**src/rtl/enc16to4_scan.sv**
```systemverilog
// Sequential 16-to-4 encoder: captures a request vector and hands out the
// index of each set bit, lowest first, one per Valid/Ready transfer.
module enc16to4_scan (
    input  logic        Clock,
    input  logic        Resetn,
    input  logic [0:15] W,
    input  logic        Load,
    input  logic        Ready,
    output logic [3:0]  Y,
    output logic        Valid,
    output logic        Busy,
    output logic [4:0]  Count,
    output logic        Done
);

    typedef enum logic {IDLE, SCAN} state_t;

    state_t      state_q, state_d;
    logic [0:15] pend_q, pend_d;
    logic        done_q, done_d;

    logic [3:0]  y_c;
    logic        found_c;
    logic [4:0]  cnt_c;

    // Fixed-priority search: bit 0 wins, so codes leave in ascending order.
    always_comb begin
        y_c     = 4'd0;
        found_c = 1'b0;
        for (int i = 0; i < 16; i++) begin
            if (!found_c && pend_q[i]) begin
                y_c     = 4'(i);
                found_c = 1'b1;
            end
        end
    end

    always_comb begin
        cnt_c = 5'd0;
        for (int i = 0; i < 16; i++) begin
            cnt_c = cnt_c + {4'd0, pend_q[i]};
        end
    end

    always_comb begin
        pend_d  = pend_q;
        state_d = state_q;
        done_d  = 1'b0;
        case (state_q)
            IDLE: begin
                if (Load) begin
                    if (|W) begin
                        pend_d  = W;
                        state_d = SCAN;
                    end else begin
                        done_d = 1'b1;
                    end
                end
            end
            SCAN: begin
                // Load is deliberately ignored here, even on the final transfer edge.
                if (Ready) begin
                    pend_d[y_c] = 1'b0;
                    if (pend_d == 16'd0) begin
                        state_d = IDLE;
                        done_d  = 1'b1;
                    end
                end
            end
            default: begin
                pend_d  = 16'd0;
                state_d = IDLE;
            end
        endcase
    end

    always_ff @(posedge Clock or negedge Resetn) begin
        if (!Resetn) begin
            state_q <= IDLE;
            pend_q  <= 16'd0;
            done_q  <= 1'b0;
        end else begin
            state_q <= state_d;
            pend_q  <= pend_d;
            done_q  <= done_d;
        end
    end

    // All outputs come from flops only; Ready never reaches Y within a cycle.
    assign Valid = (state_q == SCAN);
    assign Busy  = (state_q == SCAN);
    assign Y     = Valid ? y_c : 4'd0;
    assign Count = cnt_c;
    assign Done  = done_q;

endmodule

```
**config.mk**
```make
export PLATFORM = sky130hd
export DESIGN_NAME = enc16to4_scan
export DESIGN_NICKNAME = d
export VERILOG_FILES = /design/src/rtl/enc16to4_scan.sv
export SDC_FILE = /design/constraint.sdc
export NUM_CORES = 1
export LEC_CHECK = 0
export CORE_UTILIZATION = 50
export DETAILED_ROUTE_END_ITERATION = 10
export PLACE_DENSITY = 0.77
export SLEW_MARGIN = 10
export SYNTH_ARGS = -nofsm -noshare
export SYNTH_HDL_FRONTEND = slang
export SYNTH_SLANG_ARGS = --single-unit
```
**constraint.sdc**
```tcl
create_clock -name Clock -period 5.05 [get_ports Clock]
set_clock_uncertainty 0.15 [all_clocks]
set_input_delay 0.7575 -clock Clock [delete_from_list [all_inputs] [get_ports Clock]]
set_output_delay 0.7575 -clock Clock [all_outputs]
set_load 0.005 [all_outputs]
```
==> results.sh, run 1 <==
export IMPL_area_growth_pct=26.4
export IMPL_cts_root_buf="clkbuf_4"
export IMPL_r2r_start="pend_q[0]$_DFFE_PN0P_"
export IMPL_wl_per_cell_um=17.4
export IMPL_drc=0
export IMPL_antenna_found_initial=0
export IMPL_regArea_um2=455
export IMPL_worstRegToRegCells=6
export IMPL_cp_required_ns=4.14
export IMPL_clk_latency_ns=0.31
export IMPL_start_util_pct=54.2
export IMPL_hold_depth=3
export IMPL_rsz0062_at_grt="false"
export IMPL_ys_types=49
export IMPL_ant_nets=0
export IMPL_num_vias=1721
export IMPL_design_die_area_um2=3650
export IMPL_hold_viol=0
export IMPL_htree_levels=1
export IMPL_synth_area_leaders="dfrtp_1 (26%), fa_1 (12%), o21ai_0 (7.6%)"
export IMPL_relSlewSlack_pct=40.7
export IMPL_clockBufferDepth=2
export IMPL_crit_top_cell="fa_1"
export IMPL_drt_vias_per_instance=6.19
export IMPL_min_from="pend_q[10]$_DFFE_PN0P_"
export IMPL_yosysWarnings=0
export IMPL_ios=32
export IMPL_netlist_area_um2=1710
export IMPL_chipHeight_um=60.4
export IMPL_place_gp_congestion=0.876
export IMPL_slew_violations=0
export IMPL_first_pass_iters=5
export IMPL_syn_inst=197
export IMPL_async_flop_share_pct=100
export IMPL_r2r_slack_ns=2.60
export IMPL_final_cell_mix="clkdlybuf4s50_1 (27), o21ai_0 (26), inv_1 (19)"
export IMPL_syn_area_per_cell_um2=8.67
export IMPL_num_rows=20
export IMPL_drt_total_wl_um=4850
export IMPL_cpPeakStageDelay_ns=0.56
export IMPL_status="complete, no violations"
export IMPL_grt_pass1_wl_um=7800
export IMPL_drv_cap=0
export IMPL_startpoint_type="flip-flop"
export IMPL_core_um2=3150
export IMPL_setup_worst_path_start="pend_q[0]$_DFFE_PN0P_"
export IMPL_setup_viol=0
export IMPL_path_class="reg -> out"
export IMPL_synthFlopType="dfrtp_1"
export IMPL_grt_max_degree=21
export IMPL_ys_seq_elements=18
export IMPL_synth_seq_area_share_pct=26.4
export IMPL_grt_usage_pct=29.6
export IMPL_worstPathMaxFanout=2
export IMPL_antenna_diode_count=0
export IMPL_nets=270
export IMPL_drive_gt1_share_pct=13.2
export IMPL_hold_class="reg -> reg"
export IMPL_worstMarginPinSlew_ns=0.886
export IMPL_nFillCells=268
export IMPL_worstPathArrival_ns=3.90
export IMPL_stdcell_area_um2=2160
export IMPL_drt_iter0_drc=192
export IMPL_port_buffers=31
export IMPL_hpwl_um=3560
export IMPL_placedInstanceArea_um2=2060
export IMPL_yosysTopAreaCellShare_pct=26.4
export IMPL_cp_top_family="adder cells"
export IMPL_cts_buffers_inserted=3
export IMPL_fin_tns_setup_ns=0
export IMPL_timing_rr_end="Busy$_DFF_PN0_"
export IMPL_min_period_ns=4.81
export IMPL_worst_path_buf_inv=4
export IMPL_fmax_mhz=208
export IMPL_grt_pass1_vias=1615
export IMPL_clk_pin_slew_worst_paths_ns=0.11
export IMPL_cts_tree="done"
export IMPL_die_w_um=60.4
export IMPL_clock_sinks=18
export IMPL_end_kind="primary output"
export IMPL_synthesis_nets=232
export IMPL_crit_chain="fa_1 -> fa_1 -> inv_1 -> fa_1 -> fa_1 -> inv_1 -> ha_2 -> inv_1 -> fa_2 -> nor2b_1 -> o21a_1 -> dlygate4sd2_1"
export IMPL_synth_edf_count=0
export IMPL_synth_top_area_cell="dfrtp_1"
export IMPL_slowest_stage="fa_1"
export IMPL_overflow=0
export IMPL_hold_end="pend_q[10]$_DFFE_PN0P_"
export IMPL_layout_commonest_cell="clkdlybuf4s50_1"
export IMPL_multi_input_area_um2=1140
export IMPL_fin_crit_sh_pct=95.2
kinds of logic after synthesis:
| logic type | share of synthesized area (%) |
|---|---|
| compound gates | 27.7 |
| simple gates | 18.9 |
| buf+inv | 7.11 |
| flops | 26.4 |
| fa+ha+maj | 16.0 |
| mux | 2.93 |
| xor+xnor | 1.03 |
Yosys cell counts, drive strengths merged (3+ instances only):
library cell / instances
mux2i: 5
nor3: 5
fa: 10
o21ai: 27
a21o: 5
buf: 4
inv: 20
a211oi: 3
o21a: 6
a21oi: 11
nand2: 9
nor2: 18
clkbuf: 4
ha: 5
nor4: 7
nand4: 5
nand3: 3
o22a: 3
dfrtp: 18
final cells by class:
cell class,instances,area share (%)
Inverter,20,3.48
Sequential cell,18,21.1
Clock buffer,4,1.68
Multi-Input combinational cell,151,53.0
Tap cell,44,2.55
Timing Repair Buffer,41,18.1
sequential cells by signal (all words and copies together), names as in the netlist:
signal / count
Done: 1
pend_q: 16
Busy: 1
repair_timing:
item / CTS / global route
setup endpoints to repair: 3 / 3
buffers inserted: 6 / 0
hold buffers: 0 / 0
pin swaps: 2 / 3
resized for setup: 8 / 4
worst max-delay path by stage:
stage               endpoint  slack (ns)  cells past startpoint
floorplan           Count[4]        0.86                     11
global placement    Count[4]        0.30                     12
detailed placement  Count[4]        0.19                     12
CTS                 Count[3]       0.004                     11
global route        Count[4]        0.05                     12
finish              Count[4]        0.24                     12
worst reg2reg max path: cells and delay by family (launching register included):
family                 cells  cell delay [ns]
AO/OA/AOI/OAI              2             0.55
AND/OR/NAND/NOR            3             1.04
flip-flops                 1             0.44
buffers and inverters      1             0.19
per-stage QoR:
stage / std cells / hold slack (ns) / utilization [%] / setup slack (ns)
after floorplan: 197 / 0.312 / - / 0.859
after global placement: 268 / 0.426 / 65.2 / 0.303
after detailed placement: 268 / 0.448 / 65.2 / 0.188
after CTS: 278 / 0.495 / 68.1 / 0.00398
after global routing: 278 / 0.530 / 68.5 / 0.0514
final: 278 / 0.506 / 68.5 / 0.244
metal layers:
metal / up-vias / wire, um / GRT usage [%]
met5: - / 0 / 0
met4: 0 / 88 / 7.47
met3: 14 / 441 / 7.89
met2: 108 / 2350 / 49.1
met1: 806 / 1970 / 38.7
li1: 793 / - / -
Power of run 1 is not shown: default switching activity piles up to over one toggle a cycle in this logic, so the estimate is an artifact.
==> inputs of run 2 (changes only) <==
SETUP_SLACK_MARGIN = 0.1   (was unset)
SKIP_LAST_GASP = 1   (was unset)
==> run 2 against run 1 <==
  * First-iteration DRC count shrank 3.1%
  * Register-to-register slack about the same
  * Die area stayed put
  * Global-route usage unchanged
  * Hold slack improved by 0.0018 ns
  * Count of clock-buffer cells in the layout did not move
  * Via count up 0.41%
  * Sequential share of layout area barely moved
  * Non-clock buffer count stayed put
  * Maximum frequency decreased by 4.5%
  * Critical path depth is the same
  * Highest routed layer unchanged
==> results.sh, run 2 (same netlist as run 1, synthesis figures left out) <==
export IMPL_port_buffers=31
export IMPL_grt_usage_pct=29.6
export IMPL_cts_tree="done"
export IMPL_nFillCells=269
export IMPL_place_gp_congestion=0.876
export IMPL_status="complete, no violations"
export IMPL_met1Wirelength_um=1910
export IMPL_clockBufferDepth=2
export IMPL_clk_latency_ns=0.31
export IMPL_drv_cap=0
export IMPL_setup_worst_path_start="pend_q[15]$_DFFE_PN0P_"
export IMPL_met2_length_um=2370
export IMPL_layout_commonest_cell="clkdlybuf4s50_1"
export IMPL_hpwl_um=3560
export IMPL_htree_levels=1
export IMPL_grt_max_degree=21
export IMPL_design_die_area_um2=3650
export IMPL_whs_ns=0.508
export IMPL_multi_input_area_um2=1140
export IMPL_drive_gt1_share_pct=14.1
export IMPL_place_ws_ns=0.188
export IMPL_grt_pass1_wl_um=7800
export IMPL_cp_required_ns=4.14
export IMPL_drc=0
export IMPL_area_growth_pct=26.1
export IMPL_worstMarginPinSlew_ns=0.888
export IMPL_wl_per_cell_um=17.4
export IMPL_relSlewSlack_pct=40.6
export IMPL_clk_pin_slew_worst_paths_ns=0.11
export IMPL_antenna_diode_count=0
export IMPL_clock_sinks=18
export IMPL_min_from="pend_q[12]$_DFFE_PN0P_"
export IMPL_end_kind="primary output"
export IMPL_num_vias=1728
export IMPL_path_class="reg -> out"
export IMPL_ant_nets=0
export IMPL_worstPathArrival_ns=4.13
export IMPL_chipHeight_um=60.4
export IMPL_drt_vias_per_instance=6.22
export IMPL_nets=270
export IMPL_fin_ws_ns=0.0170
export IMPL_highest_layer="met4"
export IMPL_rsz0062_at_grt="true"
export IMPL_core_um2=3150
export IMPL_fin_crit_sh_pct=99.7
export IMPL_fmax_mhz=199
export IMPL_drt_iter0_drc=186
export IMPL_first_pass_iters=5
export IMPL_largest_reg_flops=16
export IMPL_hold_class="reg -> reg"
export IMPL_setup_viol=0
export IMPL_largest_register="pend_q"
export IMPL_grt_pass1_vias=1615
export IMPL_final_cell_mix="clkdlybuf4s50_1 (29), o21ai_0 (26), nor2_1 (18)"
export IMPL_r2r_start="pend_q[0]$_DFFE_PN0P_"
export IMPL_startpoint_type="flip-flop"
export IMPL_regArea_um2=455
export IMPL_die_w_um=60.4
export IMPL_worstPathMaxFanout=2
export IMPL_slew_violations=0
export IMPL_ios=32
export IMPL_antenna_found_initial=0
export IMPL_cts_root_buf="clkbuf_4"
export IMPL_overflow=0
export IMPL_r2r_slack_ns=2.60
export IMPL_drt_total_wl_um=4830
export IMPL_cts_buffers_inserted=3
export IMPL_num_rows=20
export IMPL_dr_wl_met3_um=481
export IMPL_min_period_ns=5.03
export IMPL_hold_viol=0
export IMPL_start_util_pct=54.2
## run 2: changes by cell type in the layout (fill, tap and decap cells not counted), sizes merged
| cell | delta |
|---|---|
| dlymetal6s2s | -2 |
| clkdlybuf4s50 | +2 |
## run 2: cell type report
| type | instances | area share (%) |
|---|---|---|
| clock buffers | 4 | 1.69 |
| inverters | 20 | 3.49 |
| multi-input cells | 151 | 53.2 |
| flip-flops and latches | 18 | 21.2 |
| well taps | 44 | 2.56 |
| repair buffers | 41 | 18.0 |
## run 2: critical path, cell delays in order, from the launching register on
cell,delay (ns)
dfrtp_2,0.44
fa_1,0.54
inv_1,0.05
fa_1,0.45
fa_1,0.53
fa_1,0.40
inv_1,0.07
ha_2,0.17
inv_1,0.05
fa_2,0.34
nor2b_1,0.14
o21a_1,0.13
clkdlybuf4s50_1,0.49
## run 2: layer usage
layer / vias up / global-route usage (%)
met1: 810 / 38.7
met5: - / 0
met2: 110 / 49.1
met3: 13 / 7.89
met4: 0 / 7.47
li1: 795 / -
## run 2: path summary, 6_finish.rpt
path,to,cells past startpoint
max in group asynchronous,pend_q[15]$_DFFE_PN0P_,1
worst min register to register,pend_q[12]$_DFFE_PN0P_,2
worst max register to register,Busy$_DFF_PN0_,6
worst max-delay path,Count[4],12
min in group asynchronous,pend_q[5]$_DFFE_PN0P_,1
worst min-delay path,pend_q[12]$_DFFE_PN0P_,2
## run 2: per-stage QoR
| stage | utilization [%] | std cells | instance area [um^2] | setup TNS (ns) |
|---|---|---|---|---|
| floorplan | - | 197 | 1710 | 0 |
| global placement | 65.2 | 268 | 2060 | 0 |
| detailed placement | 65.2 | 268 | 2060 | 0 |
| CTS | 68.1 | 278 | 2150 | -0.00370 |
| global route | 68.3 | 278 | 2150 | -0.143 |
| finish | 68.3 | 278 | 2150 | 0 |
## run 2: what timing repair did
item                                    4_1_cts  5_1_grt
endpoints found under the setup margin        4        3
hold buffers                                  0        0
buffers inserted                              6        0
gates resized for setup                       8        4
pin swaps                                     2        2
Power of run 2 is left out for the same reason.
==> inputs of run 3 (changes only) <==
SKIP_CTS_REPAIR_TIMING = 1   (was unset)
==> run 3 against run 2 <==
  * Hold slack worse by 0.084 ns
  * Critical endpoint unchanged
  * First-iteration DRC count grew 7.0%
  * Register-to-register slack about the same
  * Via count is 1.6% lower
  * Sequential cell count unchanged
==> results.sh, run 3 (same netlist as run 1, synthesis figures left out) <==
export IMPL_hpwl_um=3560
export IMPL_drt_vias_per_instance=6.12
export IMPL_cts_tree="done"
export IMPL_grt_pass1_wl_um=7590
export IMPL_drv_cap=0
export IMPL_place_gp_congestion=0.876
export IMPL_ios=32
export IMPL_worstPathMaxFanout=5
export IMPL_fin_crit_sh_pct=99.4
export IMPL_num_rows=20
export IMPL_clk_pin_slew_worst_paths_ns=0.11
export IMPL_grt_pass1_vias=1566
export IMPL_relSlewSlack_pct=41.5
export IMPL_core_um2=3150
export IMPL_fin_ws_ns=0.0287
export IMPL_overflow=0
export IMPL_whs_ns=0.424
export IMPL_largest_register="pend_q"
export IMPL_r2r_start="pend_q[0]$_DFFE_PN0P_"
export IMPL_hold_viol=0
export IMPL_grt_usage_pct=28.9
export IMPL_r2r_slack_ns=2.61
export IMPL_area_growth_pct=26.4
export IMPL_layout_commonest_cell="clkdlybuf4s50_1"
export IMPL_place_ws_ns=0.188
export IMPL_antenna_found_initial=0
export IMPL_nets=270
export IMPL_num_vias=1700
export IMPL_end_kind="primary output"
export IMPL_hold_end="pend_q[6]$_DFFE_PN0P_"
export IMPL_clk_latency_ns=0.31
export IMPL_drt_iter0_drc=199
export IMPL_clock_sinks=18
export IMPL_rsz0062_at_grt="true"
export IMPL_worstRegToRegCells=6
export IMPL_cts_root_buf="clkbuf_4"
export IMPL_wl_per_cell_um=17.3
export IMPL_port_buffers=31
export IMPL_htree_levels=1
export IMPL_largest_reg_flops=16
export IMPL_die_w_um=60.4
export IMPL_slew_violations=0
export IMPL_fmax_mhz=199
export IMPL_first_pass_iters=5
export IMPL_stdcell_area_um2=2160
export IMPL_setup_viol=0
export IMPL_start_util_pct=54.2
export IMPL_ant_nets=0
export IMPL_startpoint_type="flip-flop"
export IMPL_timing_rr_end="Busy$_DFF_PN0_"
export IMPL_placedInstanceArea_um2=2060
export IMPL_nFillCells=270
export IMPL_drc=0
export IMPL_clockBufferDepth=2
export IMPL_cp_required_ns=4.14
export IMPL_grt_max_degree=21
export IMPL_chipHeight_um=60.4
export IMPL_drive_gt1_share_pct=14.1
export IMPL_final_cell_mix="clkdlybuf4s50_1 (28), o21ai_0 (26), nor2_1 (18)"
export IMPL_worstMarginPinSlew_ns=0.875
export IMPL_design_die_area_um2=3650
export IMPL_status="complete, no violations"
export IMPL_drt_total_wl_um=4810
export IMPL_min_period_ns=5.02
export IMPL_cts_buffers_inserted=3
export IMPL_hold_class="reg -> reg"
export IMPL_hold_depth=2
export IMPL_path_class="reg -> out"
export IMPL_worstPathArrival_ns=4.11
export IMPL_finish_utilization_pct=68.5
export IMPL_min_from="pend_q[6]$_DFFE_PN0P_"
export IMPL_antenna_diode_count=0
run 3: changes by cell type in the layout (fill, tap and decap cells not counted):
cell,before,now
dlygate4sd2_1,1,0
dlymetal6s2s_1,1,3
clkdlybuf4s50_1,29,28
run 3: cell type report:
type	instances	area [um^2]	area share [%]
clock buffers	4	36.3	1.68
inverters	20	75.1	3.48
well taps	44	55.1	2.55
repair buffers	41	393	18.2
flip-flops and latches	18	455	21.1
multi-input cells	151	1140	53.0
run 3: worst max path at each step:
stage	slack (ns)	end	from
after global routing	-0.15	Count[4]	pend_q[4]$_DFFE_PN0P_
after CTS	-0.16	Count[4]	pend_q[15]$_DFFE_PN0P_
after global placement	0.30	Count[4]	pend_q[15]$_DFFE_PN0P_
final	0.03	Count[4]	pend_q[15]$_DFFE_PN0P_
after floorplan	0.86	Count[4]	pend_q[15]$_DFFE_PN0P_
after detailed placement	0.19	Count[4]	pend_q[15]$_DFFE_PN0P_
run 3: critical path: stages (launching register included):
cell and delay, ns:
dfrtp_2 0.45, fa_1 0.54, inv_1 0.05, fa_1 0.45
fa_1 0.51, fa_1 0.40, inv_1 0.07, ha_2 0.17
inv_1 0.05, fa_2 0.34, nor2b_1 0.14, o21a_1 0.13
clkdlybuf4s50_1 0.49
run 3: layer usage:
layer  global-route usage [%]  routed length (um)
met4                     7.14                  94
met5                        0                   0
met3                     7.25                 375
met1                     38.0                1980
met2                     47.9                2360
run 3: metrics by stage:
stage	setup TNS, ns	std cells
floorplan	0	197
global placement	0	268
detailed placement	0	268
CTS	-0.303	272
global route	-0.153	278
finish	0	278
Power of run 3 is left out for the same reason.
